## src/rtl/fifo_uart_tx.sv

```systemverilog
// UART transmit stage: drains bytes from an 8x16 synchronous FIFO and sends each
// as start bit, 8 data bits LSB first, optional even parity, then 1 or 2 stop bits.
module fifo_uart_tx #(
    parameter int unsigned CLKS_PER_BIT = 16,
    parameter int unsigned PARITY_EN    = 0,
    parameter int unsigned STOP_BITS    = 1
) (
    input  logic       clk,
    input  logic       rst,
    input  logic       enable,
    input  logic       fifo_empty,
    input  logic [7:0] fifo_data,
    output logic       fifo_re,
    output logic       tx,
    output logic       busy,
    output logic       frame_done
);
    localparam int unsigned       BAUD_W    = $clog2(CLKS_PER_BIT);
    localparam logic [BAUD_W-1:0] BAUD_LAST = BAUD_W'(CLKS_PER_BIT - 1);
    localparam logic [2:0]        STOP_LAST = 3'(STOP_BITS - 1);

    typedef enum logic [2:0] {
        IDLE,
        FETCH,
        LATCH,
        START,
        DATA,
        PARITY,
        STOP
    } state_t;

    state_t            state;
    state_t            state_next;
    logic [BAUD_W-1:0] baud_cnt;
    logic [BAUD_W-1:0] baud_next;
    logic [2:0]        bit_cnt;
    logic [2:0]        bit_next;
    logic [7:0]        shift_reg;
    logic [7:0]        shift_next;
    logic              parity;
    logic              parity_next;
    logic              tx_next;
    logic              baud_done;
    logic              start_ok;

    assign baud_done  = (baud_cnt == BAUD_LAST);
    assign start_ok   = enable && !fifo_empty;
    assign fifo_re    = (state == FETCH);
    assign busy       = (state != IDLE);
    // bit_cnt doubles as the stop-bit counter while in STOP
    assign frame_done = (state == STOP) && baud_done && (bit_cnt == STOP_LAST);

    always_ff @(posedge clk) begin
        if (rst) begin
            state     <= IDLE;
            baud_cnt  <= '0;
            bit_cnt   <= '0;
            shift_reg <= '0;
            parity    <= 1'b0;
            tx        <= 1'b1;
        end else begin
            state     <= state_next;
            baud_cnt  <= baud_next;
            bit_cnt   <= bit_next;
            shift_reg <= shift_next;
            parity    <= parity_next;
            tx        <= tx_next;
        end
    end

    // Next state and counters; baud_cnt defaults to 0 so it clears on every state entry
    always_comb begin
        state_next  = state;
        baud_next   = '0;
        bit_next    = bit_cnt;
        shift_next  = shift_reg;
        parity_next = parity;
        tx_next     = 1'b1;

        unique case (state)
            IDLE: begin
                if (start_ok) state_next = FETCH;
            end
            FETCH: begin
                state_next = LATCH;
            end
            LATCH: begin
                shift_next  = fifo_data;
                parity_next = ^fifo_data;
                bit_next    = '0;
                state_next  = START;
            end
            START: begin
                if (baud_done) state_next = DATA;
                else           baud_next  = baud_cnt + BAUD_W'(1);
            end
            DATA: begin
                if (baud_done) begin
                    shift_next = {1'b0, shift_reg[7:1]};
                    if (bit_cnt == 3'd7) begin
                        bit_next   = '0;
                        state_next = (PARITY_EN != 0) ? PARITY : STOP;
                    end else begin
                        bit_next = bit_cnt + 3'd1;
                    end
                end else begin
                    baud_next = baud_cnt + BAUD_W'(1);
                end
            end
            PARITY: begin
                if (baud_done) state_next = STOP;
                else           baud_next  = baud_cnt + BAUD_W'(1);
            end
            STOP: begin
                if (baud_done) begin
                    if (bit_cnt == STOP_LAST) begin
                        bit_next   = '0;
                        state_next = start_ok ? FETCH : IDLE;
                    end else begin
                        bit_next = bit_cnt + 3'd1;
                    end
                end else begin
                    baud_next = baud_cnt + BAUD_W'(1);
                end
            end
            default: begin
                state_next = IDLE;
            end
        endcase

        // tx is registered from the upcoming state so it lines up with state
        unique case (state_next)
            START:   tx_next = 1'b0;
            DATA:    tx_next = shift_next[0];
            PARITY:  tx_next = parity_next;
            default: tx_next = 1'b1;
        endcase
    end
endmodule

```

## config.mk

```make
export PLATFORM = sky130hd
export DESIGN_NAME = fifo_uart_tx
export DESIGN_NICKNAME = d
export VERILOG_FILES = /design/src/rtl/fifo_uart_tx.sv
export SDC_FILE = /design/constraint.sdc
export NUM_CORES = 1
export LEC_CHECK = 0
export CAP_MARGIN = 20
export CORE_ASPECT_RATIO = 0.75
export CORE_MARGIN = 1.5
export CORE_UTILIZATION = 56
export CTS_BUF_LIST = sky130_fd_sc_hd__clkbuf_4
export DETAILED_ROUTE_END_ITERATION = 8
export PLACE_DENSITY = 0.88
export SETUP_SLACK_MARGIN = 0.3
export SKIP_LAST_GASP = 1
export SYNTH_ARGS = -nofsm -noshare
export SYNTH_HDL_FRONTEND = slang
export SYNTH_SLANG_ARGS = --single-unit
```

## constraint.sdc

```tcl
create_clock -name clk -period 1.8 [get_ports clk]
set_input_delay 0.27 -clock clk [delete_from_list [all_inputs] [get_ports clk]]
set_output_delay 0.27 -clock clk [all_outputs]
set_load 0.02 [all_outputs]
```

==> flow_metrics.py, run 1 <==
metrics = {
    "outcome": {
        "outcome": "completed",
    },
    "die": {
        "core_um2": 1997,
        "num_io_pins": 16,
        "die_area_um2": 2380,
        "die_x_um": 55.84,
        "start_util": 0.5871,
        "fp-row-count": 14,
        "die_h_um": 42.63,
    },
    "logic_synthesis": {
        "synth_warnings": 0,
        "synth_compound_area_frac": 0.2049,
        "yosys-top-cells-area": "dfxtp_1 34%, xnor2_1 6.0%, a21oi_1 5.1%, buf_6 4.8%, ha_1 4.3%",
        "synth_cell_types": 41,
        "synth_xor_area_frac": 0.07471,
        "synth-simple-area-share": 0.2455,
        "synth_common_cells": "20 x dfxtp_1, 13 x nand2_1, 12 x a21oi_1",
        "syn_nets": 145,
        "synthCells": 129,
        "synth.ff_latch_count": 20,
        "syn_area_um2": 1172,
        "synthMuxAreaShare": 0.01708,
        "synth_top_family_by_area": "simple AND/OR/NAND/NOR gates",
        "yosysTopAreaCell": "dfxtp_1",
        "synth_edf_count": 0,
        "yosysTopAreaCellShare": 0.3415,
        "synth-seq-area-share": 0.3415,
        "synthAdderAreaFrac": 0.04269,
        "yosys.cell_count.top_type": "dfxtp_1",
        "synthFlopType": "dfxtp_1",
        "async_reset_ff_frac": 0,
        "synth.avg_cell_area_um2": 9.088,
    },
    "sta": {
        "fin_crit_sh": 0.9397,
        "hold_viol": 0,
        "rsz0062_at_grt": "true",
        "max_clock_freq_mhz": 591.2,
        "slew_headroom": 0.7444,
        "finalSetupViolCount": 0,
        "timing.final.ws_setup_ns": 0.1085,
        "max_slew.worst_pin.slew_ns": 0.3826,
        "timing.setup.tns_ns": 0,
        "maxSlewViolCount": 0,
        "fin_crit_ns": 1.692,
        "clock_skew_ns": 0.001230,
        "holdWs_ns": 0.4670,
    },
    "critical_path": {
        "ff2ff_setup_slack_ns": 0.11,
        "cp.required_ns": 1.99,
        "path_buf_inv": 2,
        "worstPathCellList": "inv_2 > ha_4 > nor2b_4 > nand3_4 > buf_4 > a221oi_4 > and4_1 > a211oi_2",
        "cpLargestDelayFamily": "simple AND/OR/NAND/NOR gates",
        "r2r-start": "bit_cnt[1]",
        "critPathCaptureType": "flop",
        "cpPeakStageDelay_ns": 0.34,
        "slowest_stage": "dfxtp_2",
        "crit_type": "flop to flop",
        "crit_start": "bit_cnt[1]",
        "reg2reg_to": "tx",
        "rr_worst_depth": 8,
        "critPathMaxFanout": 4,
        "crit_path_start_kind": "flop",
        "cp.arrival_ns": 1.88,
    },
    "detailed_routing": {
        "via_count": 1035,
        "drt-initial-drc-count": 43,
        "wl_per_cell_um": 16.53,
        "via_per_inst": 5.815,
        "ant_nets": 0,
        "drc": 0,
        "drt-met1-wl_um": 1354,
        "dr.pass1.iters": 4,
        "routed-wl-met3_um": 125,
        "top_layer": "met4",
        "wl_um": 2943,
        "met2WireLength_um": 1426,
    },
    "layout": {
        "largest_reg_flops": 8,
        "syn2layout_area_growth_pct": 34.15,
        "seqCellArea_um2": 416.7,
        "fin_util": 0.7876,
        "drive_gt1_frac": 0.3896,
        "stdcell_count": 178,
        "fill_cells": 126,
        "multiInputGateArea_um2": 835.8,
        "antennaDiodeCount": 0,
        "nNetsFinal": 172,
    },
    "clock_network": {
        "root_buffer": "clkbuf_4",
        "insertion_delay_ns": 0.30,
        "cts.path.max_buffers": 2,
        "h-tree-depth": 1,
        "hold_buffers": 0,
        "cts_made_buffers": 3,
        "cts.clk_slew.worst_paths_ns": 0.11,
        "cts_sinks": 20,
        "cts_tree": "built",
    },
    "place": {
        "place_congestion": 0.8096,
        "portBuffers": 15,
        "dpl_worst_slack_ns": -0.09888,
        "dp_hpwl_um": 2085,
        "dp.cells": 172,
    },
    "global_routing": {
        "grt_pass1_vias": 1011,
        "grt-ovfl-total": 0,
        "grt_max_degree": 13,
        "antenna_found_initial": 0,
        "grt_usage": 0.2656,
        "grt_pass1_wl_um": 4843,
    },
    "worst_hold_path": {
        "hold_end": "shift_reg[1]",
        "hold_start": "shift_reg[1]",
        "hp-class": "flop to flop",
        "holdPathStages": 2,
    },
    "power_and_ir_drop": {
        "peakVddDrop_mv": 0.6892,
        "p_per_area_nw_per_um2": 589.5,
        "leakage_nw": 0.5574,
    },
    "flow_run": {
        "drv_cap": 0,
    },
}
==> metrics by stage <==
step	cell area, um2	total power, mW
5_1_grt	1573	0.9753
2_1_floorplan	1235	0.6396
4_1_cts	1539	0.9213
3_3_place_gp	1430	0.7029
6_report	1573	0.9271
3_5_place_dp	1430	0.7096
==> power breakdown <==
group	switching (mW)	internal (mW)	total [mW]
logic	0.115	0.115	0.230
registers	0.0236	0.463	0.487
clock network	0.132	0.0780	0.210
total	0.270	0.657	0.927
==> repair_timing <==
action / 4_1_cts / 5_1_grt
pin swaps: 5 / 2
setup buffers: 3 / 0
resized for setup: 33 / 9
setup endpoints to repair: 20 / 15
==> placed cells by master (no fill, tap or decap), types with 2 or more instances in the layout <==
cell / instances
nor2b_1: 2
inv_2: 3
ha_4: 2
nand3_1: 4
ha_1: 2
buf_2: 2
buf_4: 14
dfxtp_4: 3
nand2_1: 13
a211oi_2: 2
a21oi_2: 4
nand3_4: 2
dfxtp_1: 13
a22oi_1: 3
a32o_1: 2
nor2_1: 8
inv_1: 2
a21oi_1: 10
or2b_4: 2
xor2_1: 2
xnor2_1: 8
clkbuf_4: 3
a22oi_2: 3
nor3b_2: 3
dfxtp_2: 4
clkdlybuf4s50_1: 11
==> how the worst max path moves through the flow <==
stage	to	slack, ns	depth (start not counted)
final	tx	0.11	8
after CTS	frame_done	0.12	6
after global placement	frame_done	-0.03	6
after global routing	tx	0.06	8
after floorplan	tx	0.27	7
after detailed placement	frame_done	-0.1	6
==> worst reg2reg max path: cells and delay by family (launching register included) <==
family                     cells  cell delay [ns]
AOI/OAI and AO/OA              2             0.38
adders and majority gates      1             0.14
buffers and inverters          2             0.23
DFF                            1             0.34
and+or+nand+nor                3             0.50
==> logic make-up (layout without fill, tap and decap cells) <==
family | Yosys count | after routing
and+or+nand+nor | 49 | 49
AOI/OAI and AO/OA | 32 | 32
DFF | 20 | 20
buffers and inverters | 12 | 37
xor gates and xnor gates | 10 | 10
adders and majority gates | 4 | 4
muxes | 2 | 2
==> metal layers <==
| metal | global-route usage | up-vias |
|---|---|---|
| met5 | 0 | - |
| met4 | 0.07143 | 0 |
| met3 | 0.08025 | 4 |
| met2 | 0.4452 | 31 |
| met1 | 0.3346 | 489 |
| li1 | - | 511 |
==> final cells by class <==
cell class / count / share of cell area
multi-input cells: 97 / 0.5314
flip-flops and latches: 20 / 0.2649
repair buffers: 29 / 0.1583
well taps: 24 / 0.01909
clock buffers: 3 / 0.01432
inverters: 5 / 0.01193
(Power assumes the default switching activity.)
==> inputs of run 2 (changes only) <==
--- a/config.mk
+++ b/config.mk
@@ -5,7 +5,7 @@
 export SDC_FILE = /design/constraint.sdc
 export NUM_CORES = 1
 export LEC_CHECK = 0
-export CAP_MARGIN = 20
+export CAP_MARGIN = 40
 export CORE_ASPECT_RATIO = 0.75
 export CORE_MARGIN = 1.5
 export CORE_UTILIZATION = 56
==> results of run 2 <==
Same layout as run 1: the final DEF is identical, and so are final timing and power.
